`src/rtl/sqrt_rr_scheduler.sv`:
```
// sqrt_rr_scheduler: round-robin front end sharing one iterative square-root core among NREQ requesters.
// Latency: accept -> rsp_valid is (core cycles + 1); N/2+1 cycles with the standard core.
// Backpressure: one op in flight; no new grant until the owner takes its response (rsp_ready).
// Optional macro SQRT_RR_SCHEDULER_TIMEOUT_EN adds a RUN watchdog that returns all-ones with rsp_err=1.
module sqrt_rr_scheduler #(
  parameter int N       = 32,
  parameter int NREQ    = 4,
  parameter int TMO_CYC = N/2 + 4
) (
  input  logic              Clock,
  input  logic              reset,
  input  logic [NREQ-1:0]   req_valid,
  input  logic [NREQ*N-1:0] req_data,
  output logic [NREQ-1:0]   req_ready,
  output logic [NREQ-1:0]   rsp_valid,
  input  logic [NREQ-1:0]   rsp_ready,
  output logic [N/2-1:0]    rsp_root,
  output logic              rsp_err,
  output logic              busy,
  output logic              core_reset,
  output logic [N-1:0]      core_num,
  input  logic              core_done,
  input  logic [N/2-1:0]    core_root
);

  localparam int IW = (NREQ > 1) ? $clog2(NREQ) : 1;

  localparam logic [1:0] S_IDLE = 2'd0;
  localparam logic [1:0] S_RUN  = 2'd1;
  localparam logic [1:0] S_RESP = 2'd2;

  // Reject parameter combinations the arbiter and root width cannot support.
  if ((N % 2) != 0 || N < 4 || NREQ < 2 || NREQ > 8 || TMO_CYC < 1) begin : g_bad_param
    $error("sqrt_rr_scheduler: unsupported parameter set");
  end

  logic [1:0]     state_q, state_d;
  logic [IW-1:0]  ptr_q, ptr_d;
  logic [IW-1:0]  owner_q, owner_d;
  logic [N-1:0]   num_q, num_d;
  logic [N/2-1:0] root_q, root_d;
  logic           crst_q, crst_d;
  logic [NREQ-1:0] grant;
  logic [IW-1:0]  gnt_idx;
  logic [N-1:0]   gnt_data;

`ifdef SQRT_RR_SCHEDULER_TIMEOUT_EN
  localparam int TW = $clog2(TMO_CYC + 1);
  logic [TW-1:0] tmo_q, tmo_d;
  logic          err_q, err_d;
`endif

  // Round-robin search starting just after the last owner, wrapping modulo NREQ.
  always_comb begin
    int      cand;
    logic    found;
    logic [IW-1:0] cidx;
    grant   = '0;
    gnt_idx = '0;
    found   = 1'b0;
    cand    = 0;
    cidx    = '0;
    for (int i = 1; i <= NREQ; i++) begin
      cand = int'(ptr_q) + i;
      if (cand >= NREQ) cand = cand - NREQ;
      cidx = IW'(cand);
      if (!found && req_valid[cidx]) begin
        found       = 1'b1;
        grant[cidx] = 1'b1;
        gnt_idx     = cidx;
      end
    end
  end

  // Select the granted requester's operand slice with constant indices only.
  always_comb begin
    gnt_data = '0;
    for (int k = 0; k < NREQ; k++) begin
      if (gnt_idx == IW'(k)) gnt_data = req_data[k*N +: N];
    end
  end

  // Response valid is the owner's bit while the result waits for pickup.
  always_comb begin
    rsp_valid = '0;
    for (int k = 0; k < NREQ; k++) begin
      rsp_valid[k] = (state_q == S_RESP) && (owner_q == IW'(k));
    end
  end

  assign req_ready  = (state_q == S_IDLE) ? grant : '0;
  assign busy       = (state_q != S_IDLE);
  assign core_reset = crst_q;
  assign core_num   = num_q;
  assign rsp_root   = root_q;

  // Next-state logic: accept in IDLE, wait for the core in RUN, hand off in RESP.
  always_comb begin
    state_d = state_q;
    ptr_d   = ptr_q;
    owner_d = owner_q;
    num_d   = num_q;
    root_d  = root_q;
    crst_d  = crst_q;
`ifdef SQRT_RR_SCHEDULER_TIMEOUT_EN
    tmo_d   = tmo_q;
    err_d   = err_q;
`endif
    case (state_q)
      S_IDLE: begin
        crst_d = 1'b1;
        if (|grant) begin
          num_d   = gnt_data;
          owner_d = gnt_idx;
          ptr_d   = gnt_idx;
          crst_d  = 1'b0;
          state_d = S_RUN;
`ifdef SQRT_RR_SCHEDULER_TIMEOUT_EN
          tmo_d   = '0;
`endif
        end
      end
      S_RUN: begin
        if (core_done) begin
          root_d  = core_root;
          crst_d  = 1'b1;
          state_d = S_RESP;
`ifdef SQRT_RR_SCHEDULER_TIMEOUT_EN
          err_d   = 1'b0;
        end else if (tmo_q == TW'(TMO_CYC - 1)) begin
          root_d  = '1;
          err_d   = 1'b1;
          crst_d  = 1'b1;
          state_d = S_RESP;
        end else begin
          tmo_d   = tmo_q + 1'b1;
`endif
        end
      end
      S_RESP: begin
        crst_d = 1'b1;
        if (|(rsp_valid & rsp_ready)) state_d = S_IDLE;
      end
      default: begin
        crst_d  = 1'b1;
        state_d = S_IDLE;
      end
    endcase
  end

  // State registers; reset discards any in-flight operation.
  always_ff @(posedge Clock) begin
    if (reset) begin
      state_q <= S_IDLE;
      ptr_q   <= IW'(NREQ - 1);
      owner_q <= '0;
      num_q   <= '0;
      root_q  <= '0;
      crst_q  <= 1'b1;
`ifdef SQRT_RR_SCHEDULER_TIMEOUT_EN
      tmo_q   <= '0;
      err_q   <= 1'b0;
`endif
    end else begin
      state_q <= state_d;
      ptr_q   <= ptr_d;
      owner_q <= owner_d;
      num_q   <= num_d;
      root_q  <= root_d;
      crst_q  <= crst_d;
`ifdef SQRT_RR_SCHEDULER_TIMEOUT_EN
      tmo_q   <= tmo_d;
      err_q   <= err_d;
`endif
    end
  end

`ifdef SQRT_RR_SCHEDULER_TIMEOUT_EN
  assign rsp_err = err_q;
`else
  assign rsp_err = 1'b0;
`endif

endmodule

```
`config.mk`:
```
export PLATFORM = sky130hd
export DESIGN_NAME = sqrt_rr_scheduler
export DESIGN_NICKNAME = d
export VERILOG_FILES = /design/src/rtl/sqrt_rr_scheduler.sv
export SDC_FILE = /design/constraint.sdc
export NUM_CORES = 1
export LEC_CHECK = 0
export BUFFER_PORTS_ARGS = -buffer_cell sky130_fd_sc_hd__buf_4
export CAP_MARGIN = 20
export CORE_ASPECT_RATIO = 0.75
export CORE_MARGIN = 1
export CORE_UTILIZATION = 45
export CTS_CLUSTER_SIZE = 20
export DETAILED_ROUTE_END_ITERATION = 8
export GPL_TIMING_DRIVEN = 0
export PLACE_DENSITY_LB_ADDON = 0.15
export SYNTH_ARGS = -nofsm -noshare
export SYNTH_HDL_FRONTEND = slang
export SYNTH_SLANG_ARGS = --single-unit
```
`constraint.sdc`:
```
create_clock -name Clock -period 3.65 [get_ports Clock]
set_clock_uncertainty 0.1 [all_clocks]
set_input_delay 0.365 -clock Clock [delete_from_list [all_inputs] [get_ports Clock]]
set_output_delay 0.365 -clock Clock [all_outputs]
set_load 0.02 [all_outputs]
```
Word-level counts from Yosys, hierarchy flattened
Index checks and enable logic that the tools add are counted.
{"block": "word_totals", "reg_bits": 55, "latch_bits": 0, "ram_bits": 0, "mem_bits_ro": 0, "in_bits": 155, "out_inout_bits": 59, "word_cells": 107, "memories": 0}
{"block": "op_classes", "add_sub_neg": 8, "multipliers": 0, "n_div": 0, "magnitude_cmp": 12, "n_eq_ne": 11, "n_shift": 0, "n_mux": 43, "bitwise": 4, "reduce_logical": 23}
{"cell": "$mux W32", "count": 4}
{"cell": "$mux W2", "count": 11}
{"cell": "$mux W4", "count": 5}
{"cell": "$mux W1", "count": 13}
{"cell": "$lt A2 B3 Y1 const B", "count": 4}
{"cell": "$or A4 B4 Y4", "count": 3}
{"cell": "$logic_and A1 B1 Y1", "count": 11}
{"cell": "$eq A2 B2 Y1 const B", "count": 5}
{"cell": "$ge A3 B3 Y1 const B", "count": 3}
{"cell": "$bmux W1 S2", "count": 4}
{"cell": "$demux W1 S2", "count": 4}
{"cell": "$ge A2 B1 Y1 const B", "count": 4}
{"cell": "$reduce_or A4 Y1", "count": 2}
{"cell": "$sub A2 B1 Y2 const B", "count": 4}
{"cell": "$add A2 B2 Y3 const B", "count": 2}
{"cell": "$eq A2 B1 Y1 const B", "count": 3}
{"cell": "$logic_not A2 Y1", "count": 3}
{"cell": "$pmux W2 S3", "count": 1}
{"cell": "$add A2 B3 Y4 const B", "count": 1}
{"cell": "$and A4 B4 Y4", "count": 1}
{"cell": "$ge A4 B3 Y1 const B", "count": 1}
{"cell": "$ne A2 B1 Y1 const B", "count": 2}
{"cell": "$reduce_and A2 Y1", "count": 2}
{"cell": "$add A2 B1 Y3 const B", "count": 1}
{"cell": "other kinds (5)", "count": 7}

Logic depth before layout (Yosys ltp)
{"block": "depth", "ltp_word": 20, "depth_mapped": 14, "depth_no_buf": 8}

Least setup slack after synthesis
Ideal clock, no wire load.
{"block": "synth_path", "path_type": "register to register", "from": "reg ptr_q[0]", "to": "reg ptr_q[0]", "setup_time_ns": 0.072, "t_arrival_ns": 3.155, "required_ns": 3.478, "setup_slack_ns": 0.323, "stages_incl_launch_ff": 15, "period_less_slack_ns": 3.327, "path_cell_list": "dfxtp_1 > buf_6 > buf_2 > inv_1 > ha_1 > clkbuf_1 > mux4_2 > buf_6 > a31o_4 > a221oi_4 > a2bb2oi_4 > a41o_1 > buf_6 > buf_12 > mux2i_1"}
{"block": "synth_via", "elab_chain_cells": 17, "word_cells_on_any_way": 66}
{"item": "start: declaration", "line_no": "38", "rtl": "logic [IW-1:0] ptr_q, ptr_d;"}
{"item": "start signal: assignment", "line_no": "155", "rtl": "ptr_q <= IW'(NREQ - 1);"}
{"item": "start signal: assignment", "line_no": "166", "rtl": "ptr_q <= ptr_d;"}
{"item": "branches (longest 17 deep; another with $add A2 B1 Y3)"}
Several ways; the timed one is not identified. The select of a mux whose other input is x is not followed.
A chain may end at the register's enable or synchronous reset.

Worst setup path in the final report
{"block": "layout_path", "from": "reg ptr_q[1]", "to": "reg owner_q[0]"}
{"block": "layout_via", "elab_chain_cells": 17, "word_cells_on_any_way": 66}
{"item": "branches (longest 17 deep; another with $add A2 B1 Y3)"}
{"item": "end signal: assignment", "line_no": "167", "rtl": "owner_q <= owner_d;"}
{"item": "end: declaration", "line_no": "39", "rtl": "logic [IW-1:0] owner_q, owner_d;"}
Several ways; the timed one is not identified. The select of a mux whose other input is x is not followed.

==> reports/qor.csv <==
stage,metric,value,unit
run_status,status,completed,
clocking,CTS tree,done,
yosys,Post-Syn Area,4200,µm²
floorplan,Starting Density,46.4,%
yosys,synthesized flop and latch total,55,
clocking,hold buffer count at cts,0,
yosys,"top cells by count, synth","nand2_1, o211ai_1, dfxtp_1",
sta,Worst-Margin Slew,0.661,ns
clocking,CTS root buf,clkbuf_16,
global_routing,antenna violations before repair,0,
sta,"Hold Vio Cnt, Final",0,
pwr,Leak,2.75,nW
setup_path,startpoint types,flip-flop,
clocking,CTS Buf Count,5,
pwr,Total Power,4.39,mW
route,detailed-route DRC error count,0,
place,Buffers on Ports,210,
yosys,Main synth FF type,dfxtp_1,
yosys,cell with the most instances after synthesis,nand2_1,
place,Final HPWL DP,10700,µm
floorplan,Die ar.,9720,µm²
sta,slew margin rel.,55.9,%
yosys,Post-synth EDFFs,0,
route,DR vias,4574,
yosys,area share of the largest cell type after synthesis,26.2,%
floorplan,die extent in x,114,µm
yosys,Cells after Synth,494,
yosys,Synth area leaders,"dfxtp_1, o211ai_1, mux2_2",
clocking,Post-CTS Setup Bufs,0,
global_routing,GRT overflow,0,
clocking,"Reg clk slew, reported paths",0.07,ns
setup_path,Critical Path Sink Type,flip-flop,
yosys,"Distinct cells, synth",52,
global_routing,gr usage total,26.9,%
setup_path,"Max FO, Critical Path",10,
pwr,Peak supply drop,385,µV
route,Iter 0 DRT Violations,332,
global_routing,first-pass GRT wire length,20800,µm
yosys,Synth area leader,dfxtp_1,
yosys,Yosys warnings,0,
yosys,"Seq/Total Area, Yosys",26.2,%
route,DR pass1 iterations,5,
route,WL final,13500,µm
route,via density per instance,5.46,
finish,Layout Nets,872,
finish,layout cells sized above 1,40.8,%
sta,RSZ-0062 raised after global routing,no,
pwr,pwr/cell area,721,nW/µm²
floorplan,total core area,9050,µm²
finish,area delta synth->final,45.0,%
clocking,CTS sink cnt,55,
sta,Final setup viols,0,
global_routing,largest net degree at the start of global routing,18,
yosys,Post-Syn Area per Cell,8.50,µm²
floorplan,Rows,30,
finish,Ant. Diodes,0,
clocking,Skew-Pair Late Insertion Delay,0.29,ns
clocking,H-tree Lvls,2,
route,drt wl/cell,16.1,µm
flow_run,max-cap check violation count,0,
floorplan,DIE HEIGHT,85.6,µm
yosys,syn nets,657,
sta,hold_ws,0.216,ns
sta,fin. max-slew vios,0,
sta,fin crit share,93.8,%
floorplan,IO Pins,214,
sta,fin crit period,3.42,ns
yosys,Post-synth ARST share,0,%
place,gp weighted congestion,0.806,
global_routing,vias in the first global route,4318,
route,remaining antenna violation count after routing,0,
min_path,Hold Crit Class,in2reg,
clocking,CTS max path bufs,2,
setup_path,critical path arrival,3.53,ns
setup_path,CP required,3.75,ns
sta,maximum clock frequency,292,MHz
setup_path,"Worst Path Class, Setup",reg2reg,
==> per-layer routing <==
layer,wire length (µm),GRT usage [%],share of wire [%],up-vias
met5,0,0,0,-
met4,86,5.86,0.64,0
met3,985,5.30,7.3,8
met2,6910,48.1,51,189
met1,5540,33.6,41,2122
li1,-,-,-,2255
==> cells by family (layout without fill, tap and decap cells) <==
kind of cell / after synthesis / after routing / synth area share (%)
AND/OR/NAND/NOR: 110 / 110 / 11.6
flip-flops: 55 / 55 / 26.2
AO/OA/AOI/OAI: 150 / 150 / 28.1
adder cells (fa/ha/maj): 8 / 8 / 2.38
buffers and inverters: 92 / 308 / 10.7
multiplexers: 78 / 78 / 20.9
other: 1 / 1 / 0.0893
==> power by group <==
group | leakage (nW) | internal, mW | switching [mW]
sequential | 0.453 | 0.776 | 0.115
clock | 0.0658 | 0.253 | 0.216
combinational | 2.23 | 1.37 | 1.66
==> per-stage QoR <==
stage	std cells	area [µm²]	setup TNS, ns	utilization, %	setup slack, ns
2_1_floorplan	494	4200	0	-	0.323
3_3_place_gp	832	5930	-1.49	65.6	-0.0612
3_5_place_dp	832	5930	-4.31	65.6	-0.179
4_1_cts	839	6080	0	67.2	0.0479
5_1_grt	838	6090	0	67.3	0.0916
6_report	838	6090	0	67.3	0.228
==> path summary, 6_finish.rpt <==
check	slack, ns	depth (start not counted)	startpoint	to
max	0.23	11	ptr_q[1]$_SDFFE_PP1P_	owner_q[0]$_SDFFE_PP0P_
min	0.22	3	core_root[15]	rsp_root[15]$_SDFFE_PP0P_
max reg2reg	0.23	11	ptr_q[1]$_SDFFE_PP1P_	owner_q[0]$_SDFFE_PP0P_
min reg2reg	0.36	2	rsp_root[14]$_SDFFE_PP0P_	rsp_root[14]$_SDFFE_PP0P_
==> placed cells by master (no fill, tap or decap), types with 5 or more instances in the layout <==
master | Yosys | final
a21oi_1 | 24 | 24
buf_2 | 12 | 11
buf_4 | 1 | 211
buf_6 | 5 | 5
clkbuf_1 | 32 | 31
clkbuf_16 | 0 | 5
dfxtp_1 | 55 | 54
ha_1 | 8 | 7
inv_1 | 39 | 39
mux2_2 | 35 | 35
mux2i_1 | 39 | 38
nand2_1 | 75 | 75
nor2_1 | 11 | 11
o2111ai_1 | 32 | 32
o211ai_1 | 65 | 65
o22ai_1 | 5 | 5
==> area by class of cell <==
cell class                 count  area, µm²
buffer                        51        295
clock buffer                   5        125
clock inverter                 3       20.0
fill                         766       2960
inverter                      39        146
multi-input combinational    347       2660
sequential                    55       1100
tap                          128        160
timing repair buffer         210       1580
==> sequential cells by signal, indices dropped and copies added, names as in the netlist <==
name / flops
rsp_root: 16
core_reset: 1
ptr_q: 2
state_q: 2
owner_q: 2
core_num: 32
==> critical path, stage by stage (launching register included) <==
cell and delay [ns]:
dfxtp_1 0.43, buf_2 0.25, inv_1 0.20, ha_4 0.37, mux4_1 0.55, nor3b_1 0.16, o22ai_1 0.24, o21a_2 0.24
a41o_1 0.21, buf_6 0.18, buf_12 0.16, mux2i_1 0.23
==> timing repair <==
item	CTS	global route
gates resized for setup	3	1
endpoints found under the setup margin	38	33
cloned	0	0
hold endpoints to repair	0	0
(Power assumes the default switching activity.)
